--- config.mk ---
export PLATFORM = sky130hd
export DESIGN_NAME = ppu_palette_port
export DESIGN_NICKNAME = d
export VERILOG_FILES = /design/src/rtl/ppu_pkg.sv /design/src/rtl/ppu_palette_mem.sv /design/src/rtl/ppu_palette_port.sv
export SDC_FILE = /design/constraint.sdc
export NUM_CORES = 1
export LEC_CHECK = 0
export BUFFER_PORTS_ARGS = -buffer_cell sky130_fd_sc_hd__buf_2
export CORE_MARGIN = 3
export CORE_UTILIZATION = 50
export CTS_CLUSTER_SIZE = 24
export DETAILED_ROUTE_END_ITERATION = 8
export GPL_ROUTABILITY_DRIVEN = 0
export PLACE_DENSITY = 0.67
export RECOVER_POWER = 100
export SETUP_SLACK_MARGIN = 0.3
export SLEW_MARGIN = 20
export SYNTH_ARGS = -nofsm -noshare
export SYNTH_HDL_FRONTEND = slang
export SYNTH_HIERARCHICAL = 1
export SYNTH_SLANG_ARGS = --single-unit
export TNS_END_PERCENT = 100
--- constraint.sdc ---
create_clock -name CLK -period 3.36 [get_ports CLK]
set_input_delay 0.168 -clock CLK [delete_from_list [all_inputs] [get_ports CLK]]
set_output_delay 0.168 -clock CLK [all_outputs]
set_load 0.05 [all_outputs]
--- src/rtl/ppu_pkg.sv ---
`timescale 1ns/1ps
// ppu_pkg
//   Shared definitions for the PPU palette port: CPU register selects,
//   the palette page number, the PPUADDR write-latch state type and the
//   palette mirroring function used by both the storage and the control
//   logic.
package ppu_pkg;

  // CPU register selects (low three bits of the $2000-$2007 window)
  localparam logic [2:0] REG_STATUS = 3'd2;
  localparam logic [2:0] REG_ADDR   = 3'd6;
  localparam logic [2:0] REG_DATA   = 3'd7;

  // Upper six address bits that select palette space ($3F00-$3FFF)
  localparam logic [5:0] PAL_PAGE = 6'h3F;

  // Grayscale keeps only the luma row of the colour index
  localparam logic [5:0] GRAY_MASK = 6'h30;

  // A palette read still refills the read buffer from the nametable
  // underneath the palette page
  localparam logic [13:0] PAL_SHADOW_MASK = 14'h2FFF;

  localparam int PAL_ENTRIES = 32;

  // PPUADDR write latch: first write is the high byte, second the low byte
  typedef enum logic {
    W_FIRST  = 1'b0,
    W_SECOND = 1'b1
  } addr_latch_t;

  // Palette mirroring: entries whose colour field is 0 in the sprite half
  // ($10/$14/$18/$1C) alias the matching background entries.
  function automatic logic [4:0] mir(input logic [4:0] idx);
    logic [4:0] res;
    res = idx;
    if (idx[1:0] == 2'b00) begin
      res[4] = 1'b0;
    end
    return res;
  endfunction

endpackage

--- src/rtl/ppu_palette_mem.sv ---
`timescale 1ns/1ps
// ppu_palette_mem
//   32 x 6-bit palette storage held in flops. One write port and two
//   asynchronous read ports (render and CPU). Mirroring is applied to every
//   port internally, so callers pass raw 5-bit palette indices.
//   A write and a read of the same entry in the same cycle return the old
//   value, because reads see the current flop contents and the write lands
//   at the clock edge.
//
// Ports
//   CLK       clock
//   RST       synchronous active-high reset; all entries -> PAL_RESET_VAL
//   wr_en     write enable
//   wr_idx    raw write index
//   wr_data   6-bit write data
//   rnd_idx   raw render read index
//   rnd_data  render read data
//   cpu_idx   raw CPU read index
//   cpu_data  CPU read data
module ppu_palette_mem
  import ppu_pkg::*;
#(
  parameter logic [5:0] PAL_RESET_VAL = 6'h0F
) (
  input  logic       CLK,
  input  logic       RST,
  input  logic       wr_en,
  input  logic [4:0] wr_idx,
  input  logic [5:0] wr_data,
  input  logic [4:0] rnd_idx,
  output logic [5:0] rnd_data,
  input  logic [4:0] cpu_idx,
  output logic [5:0] cpu_data
);

  logic [PAL_ENTRIES-1:0][5:0] pal_q;
  logic [PAL_ENTRIES-1:0][5:0] pal_d;
  logic [4:0]                  wr_slot;

  assign wr_slot = mir(wr_idx);

  always_comb begin
    pal_d = pal_q;
    if (wr_en) begin
      pal_d[wr_slot] = wr_data;
    end
  end

  always_ff @(posedge CLK) begin
    if (RST) begin
      for (int i = 0; i < PAL_ENTRIES; i++) begin
        pal_q[i] <= PAL_RESET_VAL;
      end
    end else begin
      pal_q <= pal_d;
    end
  end

  assign rnd_data = pal_q[mir(rnd_idx)];
  assign cpu_data = pal_q[mir(cpu_idx)];

endmodule

--- src/rtl/ppu_palette_port.sv ---
`timescale 1ns/1ps
// ppu_palette_port
//   Palette RAM owner and CPU PPUADDR/PPUDATA path. Converts each rendered
//   pixel into a 6-bit NES colour index one cycle later, and forwards CPU
//   data accesses below $3F00 to VRAM as one-cycle request pulses.
//
// Ports
//   CLK, RST         clock, synchronous active-high reset
//   cpu_sel/a/rw     one-cycle CPU register strobe, select, read(1)/write(0)
//   cpu_wdata        CPU write data
//   cpu_rdata        PPUDATA read result, valid the cycle after the read
//   incr32           address step of 32 instead of 1 after a data access
//   grayscale        mask colour output to its luma row
//   pix_valid        pixel strobe; pix_sprite/pix_pal/pix_color describe it
//   force_backdrop   force palette entry 0
//   color_valid      registered pix_valid
//   color            registered colour index (holds when pix_valid = 0)
//   vram_req/we      one-cycle VRAM request and its direction
//   vram_addr/wdata  request address (pre-increment) and write data
//   vram_rvalid      VRAM read-data strobe; vram_rdata the data
module ppu_palette_port
  import ppu_pkg::*;
#(
  parameter logic [5:0] PAL_RESET_VAL = 6'h0F
) (
  input  logic        CLK,
  input  logic        RST,
  input  logic        cpu_sel,
  input  logic [2:0]  cpu_a,
  input  logic        cpu_rw,
  input  logic [7:0]  cpu_wdata,
  output logic [7:0]  cpu_rdata,
  input  logic        incr32,
  input  logic        grayscale,
  input  logic        pix_valid,
  input  logic        pix_sprite,
  input  logic [1:0]  pix_pal,
  input  logic [1:0]  pix_color,
  input  logic        force_backdrop,
  output logic        color_valid,
  output logic [5:0]  color,
  output logic        vram_req,
  output logic        vram_we,
  output logic [13:0] vram_addr,
  output logic [7:0]  vram_wdata,
  input  logic        vram_rvalid,
  input  logic [7:0]  vram_rdata
);

  // Outstanding VRAM reads. Responses are only accepted while a read is in
  // flight, so a response to a request issued before reset is dropped.
  localparam int PEND_W = 3;

  // ---------------------------------------------------------------------
  // State
  // ---------------------------------------------------------------------
  addr_latch_t       w_q, w_d;
  logic [13:0]       addr_q, addr_d;
  logic [7:0]        rbuf_q, rbuf_d;
  logic [PEND_W-1:0] pend_q, pend_d;
  logic [7:0]        cpu_rdata_q, cpu_rdata_d;
  logic              color_valid_q, color_valid_d;
  logic [5:0]        color_q, color_d;
  logic              vram_req_q, vram_req_d;
  logic              vram_we_q, vram_we_d;
  logic [13:0]       vram_addr_q, vram_addr_d;
  logic [7:0]        vram_wdata_q, vram_wdata_d;

  // ---------------------------------------------------------------------
  // Access decode
  // ---------------------------------------------------------------------
  logic        sel_status_rd;
  logic        sel_addr_wr;
  logic        sel_data_wr;
  logic        sel_data_rd;
  logic        in_pal;
  logic        pal_we;
  logic        rbuf_load;
  logic [13:0] addr_step;
  logic [4:0]  rnd_idx;
  logic [5:0]  rnd_c;
  logic [5:0]  cpu_c;

  assign sel_status_rd = cpu_sel && (cpu_a == REG_STATUS) &&  cpu_rw;
  assign sel_addr_wr   = cpu_sel && (cpu_a == REG_ADDR)   && !cpu_rw;
  assign sel_data_wr   = cpu_sel && (cpu_a == REG_DATA)   && !cpu_rw;
  assign sel_data_rd   = cpu_sel && (cpu_a == REG_DATA)   &&  cpu_rw;

  assign in_pal    = (addr_q[13:8] == PAL_PAGE);
  assign pal_we    = sel_data_wr && in_pal;
  assign addr_step = incr32 ? 14'd32 : 14'd1;
  assign rbuf_load = vram_rvalid && (pend_q != '0);

  // Transparent pixels and forced border both resolve to the backdrop
  assign rnd_idx = (force_backdrop || (pix_color == 2'b00)) ? 5'd0
                 : {pix_sprite, pix_pal, pix_color};

  // ---------------------------------------------------------------------
  // Palette storage
  // ---------------------------------------------------------------------
  ppu_palette_mem #(
    .PAL_RESET_VAL(PAL_RESET_VAL)
  ) u_mem (
    .CLK      (CLK),
    .RST      (RST),
    .wr_en    (pal_we),
    .wr_idx   (addr_q[4:0]),
    .wr_data  (cpu_wdata[5:0]),
    .rnd_idx  (rnd_idx),
    .rnd_data (rnd_c),
    .cpu_idx  (addr_q[4:0]),
    .cpu_data (cpu_c)
  );

  // ---------------------------------------------------------------------
  // Next-state logic
  // ---------------------------------------------------------------------
  always_comb begin
    w_d           = w_q;
    addr_d        = addr_q;
    rbuf_d        = rbuf_q;
    pend_d        = pend_q;
    cpu_rdata_d   = cpu_rdata_q;
    color_valid_d = pix_valid;
    color_d       = color_q;
    vram_req_d    = 1'b0;
    vram_we_d     = vram_we_q;
    vram_addr_d   = vram_addr_q;
    vram_wdata_d  = vram_wdata_q;

    // PPUADDR write latch
    if (sel_addr_wr) begin
      unique case (w_q)
        W_FIRST: begin
          addr_d = {cpu_wdata[5:0], addr_q[7:0]};
          w_d    = W_SECOND;
        end
        W_SECOND: begin
          addr_d = {addr_q[13:8], cpu_wdata};
          w_d    = W_FIRST;
        end
        default: w_d = W_FIRST;
      endcase
    end

    if (sel_status_rd) begin
      w_d = W_FIRST;
    end

    // PPUDATA access: VRAM request uses the pre-increment address
    if (sel_data_wr && !in_pal) begin
      vram_req_d   = 1'b1;
      vram_we_d    = 1'b1;
      vram_addr_d  = addr_q;
      vram_wdata_d = cpu_wdata;
    end

    if (sel_data_rd) begin
      // Palette reads bypass the buffer; the buffer is still refilled from
      // the nametable mirrored beneath the palette page.
      cpu_rdata_d = in_pal ? {2'b00, cpu_c} : rbuf_q;
      vram_req_d  = 1'b1;
      vram_we_d   = 1'b0;
      vram_addr_d = in_pal ? (addr_q & PAL_SHADOW_MASK) : addr_q;
    end

    if (sel_data_wr || sel_data_rd) begin
      addr_d = addr_q + addr_step;
    end

    // Read buffer: cpu_rdata above already took the old contents
    if (rbuf_load) begin
      rbuf_d = vram_rdata;
    end

    unique case ({sel_data_rd, rbuf_load})
      2'b10: if (pend_q != '1) pend_d = pend_q + 1'b1;
      2'b01: pend_d = pend_q - 1'b1;
      default: pend_d = pend_q;
    endcase

    // Render path
    if (pix_valid) begin
      color_d = grayscale ? (rnd_c & GRAY_MASK) : rnd_c;
    end
  end

  // ---------------------------------------------------------------------
  // Registers
  // ---------------------------------------------------------------------
  always_ff @(posedge CLK) begin
    if (RST) begin
      w_q           <= W_FIRST;
      addr_q        <= '0;
      rbuf_q        <= '0;
      pend_q        <= '0;
      cpu_rdata_q   <= '0;
      color_valid_q <= 1'b0;
      color_q       <= '0;
      vram_req_q    <= 1'b0;
      vram_we_q     <= 1'b0;
      vram_addr_q   <= '0;
      vram_wdata_q  <= '0;
    end else begin
      w_q           <= w_d;
      addr_q        <= addr_d;
      rbuf_q        <= rbuf_d;
      pend_q        <= pend_d;
      cpu_rdata_q   <= cpu_rdata_d;
      color_valid_q <= color_valid_d;
      color_q       <= color_d;
      vram_req_q    <= vram_req_d;
      vram_we_q     <= vram_we_d;
      vram_addr_q   <= vram_addr_d;
      vram_wdata_q  <= vram_wdata_d;
    end
  end

  assign cpu_rdata   = cpu_rdata_q;
  assign color_valid = color_valid_q;
  assign color       = color_q;
  assign vram_req    = vram_req_q;
  assign vram_we     = vram_we_q;
  assign vram_addr   = vram_addr_q;
  assign vram_wdata  = vram_wdata_q;

endmodule

==> metrics.txt <==
max-cap violation count=2; Synth Flop Type=dfxtp_1; remaining global-route overflow=0; Initial Util=0.511; clock sink total=233; area of the core region=0.0244 mm²; overall routing resource usage=0.264; number of synthesized register bits=233; actual transition at the worst max-transition pin=1810 ps; Hold WS=74.6 ps; setup TNS=0 ps; overall via count from detail_route=10,593; number of remaining DRC errors=0; power density cells=468 mW/mm²; critical path's slowest cell=a211o_1; DP Wirelength=24.0 mm; routed vias/inst=6.21; critical-path maximum fanout=11; async set-reset flop share out of synthesis=0; most used cells in the layout excluding fill and tap cells=dfxtp_1, mux2i_1, nor2_1; Setup crit end kind=flop; Cell Count Post-Placement=1,646; area of the die=0.0268 mm²; final WL=36.4 mm; highest ir drop seen on vdd=0.339 mV; fmax=342 MHz; Final Hold Violating Endpoints=0; number of design-rule violations left by the first detailed-router iteration=1,176; number of pins with negative max-slew slack in the final report=26; result of the run=finished, violations left; count of antenna diodes in the layout=0; share of layout cells above drive strength 1=0.0927; CP Class=reg2reg; R2R setup slack=440 ps; summed instance area of the synthesized netlist=0.0125 mm²; synthesized netlist cell count=1,345; Static Leak=4.65 nW; Largest stage delay, worst path=420 ps; data required time of the worst path=3770 ps; Total Power=6.34 mW; antenna violations before repair=0; post-synth top area share=0.375; routed length per instance=21.3 µm; DRT Pass-1 Iters=6; final clock skew=10.4 ps; post-route ant nets=0; EDFF count, synth=0; CTS tree=built; RSZ-0062 raised after global routing=false; clock slew at the register clock pins of the worst setup and hold paths=60 ps; total number of placement rows=57; final worst path period need=2920 ps; kind of path behind the tightest hold check=in2reg; number of endpoints failing setup at the final stage=0; Relative slew margins=-0.216; dominant cells by area after synthesis=dfxtp_1, mux2i_1, a211o_1; CTS HTree Levels=1; final-stage net count=1,400; fraction of the cycle the final worst path needs=0.870; clock root buffer=clkbuf_16; via count of the first global-routing pass=9,737; synthesized area divided by synthesized cell count=9.26 µm²; violations in the final reports=capacitance limit, slew limit; count of pins on the block boundary=72; Skew-Pair Late Insertion Delay=520 ps; cells along the critical path=and3_1 -> nand4_4 -> nor3_1 -> buf_4 -> nor4b_1 -> buf_4 -> nand3_1 -> a211o_1; final instance count without filler cells=1,705; Die Wd=164 µm; final-layout fill cell count=2,243; sequential-to-total area share from yosys stat=0.375; # Post-CTS Setup Buffers=0; worst-case clock buffer depth=3; global-route wire length before repair=56.2 mm; net count of the mapped netlist=1,382; arrival time reported for the critical path endpoint=3330 ps; Top cell by count, worst path=buf_4; largest net degree at the start of global routing=103; Die H=164 µm; number of CTS-inserted buffers=26; most common cell after layout, fill and taps aside=dfxtp_1; IO buf count=71; cell taking the most area after synthesis=dfxtp_1; number of distinct standard cells referenced by the synthesized netlist=69; layout overhead on the synthesized area=8.78%; yosys warns=6; startpoint type of the worst setup path=flop
sequential cells by signal, summed over array words and instances, names as in the netlist:
name         cells
rbuf_q           8
vram_wdata       8
u_mem/pal_q    168
vram_req         1
cpu_rdata        8
vram_addr       14
w_q              1
color_valid      1
vram_we          1
color            6
pend_q           3
addr_q          14
power by group:
group | internal (mW) | switching (mW)
combinational | 0.163 | 0.323
sequential | 2.80 | 0.0377
clock | 1.89 | 1.13
total | 4.85 | 1.49
synth_stat cells, types with 5 or more instances:
cell	number
nand2_4	8
buf_4	20
nand2_1	104
and2_1	7
a2bb2oi_1	25
dfxtp_1	233
a211oi_1	5
a22oi_1	51
nor2b_1	26
a311oi_1	8
nor3_2	7
o21ai_0	60
inv_1	14
nand3b_1	42
nand2b_1	7
nor3_1	16
and3_1	5
a21oi_1	72
clkbuf_1	54
mux4_2	22
o22ai_1	15
a211o_1	71
mux2i_1	173
nor2_1	151
nand3_1	27
buf_6	10
buf_2	30
final timing paths:
| kind | from | end | cells after the start |
|---|---|---|---|
| setup reg to reg | addr_q[10] | u_mem/pal_q[20] | 8 |
| hold / removal | vram_rvalid | pend_q[2] | 3 |
| hold reg to reg | color[2] | color[2] | 2 |
| setup / recovery | addr_q[10] | u_mem/pal_q[20] | 8 |
cell type report:
class | count | area, µm² | share of cell area
Timing Repair Buffer | 109 | 636 | 0.0469
Multi-Input combinational cell | 979 | 6860 | 0.507
Clock buffer | 41 | 818 | 0.0604
Clock inverter | 5 | 103 | 0.00757
Sequential cell | 233 | 4670 | 0.345
Tap cell | 324 | 405 | 0.0299
Inverter | 14 | 52.6 | 0.00388
per-layer routing:
metal | vias up | track usage | part of all wire
met1 | 5208 | 0.389 | 0.46
li1 | 4942 | - | -
met4 | 0 | 0.0577 | 0.020
met2 | 386 | 0.411 | 0.45
met5 | - | 0 | 0
met3 | 57 | 0.0388 | 0.069
stage by stage:
step,util,worst slack [ps],cell area [µm²]
final,0.555,436,13500
after global routing,0.555,202,13500
after CTS,0.567,686,13800
after detailed placement,0.524,702,12800
after global placement,0.524,779,12800
after floorplan,-,1150,12500
worst max-delay path: cells and delay by family, from the launching register on:
family | cells | cell delay [ps]
AO/OA/AOI/OAI | 1 | 420
AND/OR/NAND/NOR | 5 | 1440
buffers and inverters | 2 | 500
flip-flops | 1 | 410
what timing repair did:
item                                    4_1_cts  5_1_grt
gates resized for setup                       0        0
hold buffers                                 13        0
endpoints found under the setup margin        0        0
hold endpoints to repair                     15        0
logic make-up after synthesis:
group	Yosys count	synth area share
AND/OR/NAND/NOR	445	0.193
AO/OA/AOI/OAI	328	0.182
flip-flops	233	0.375
multiplexers	197	0.183
buffers and inverters	133	0.0591
XOR/XNOR	5	0.00352
adder cells (fa/ha/maj)	4	0.00462
(Power assumes the default switching activity.)
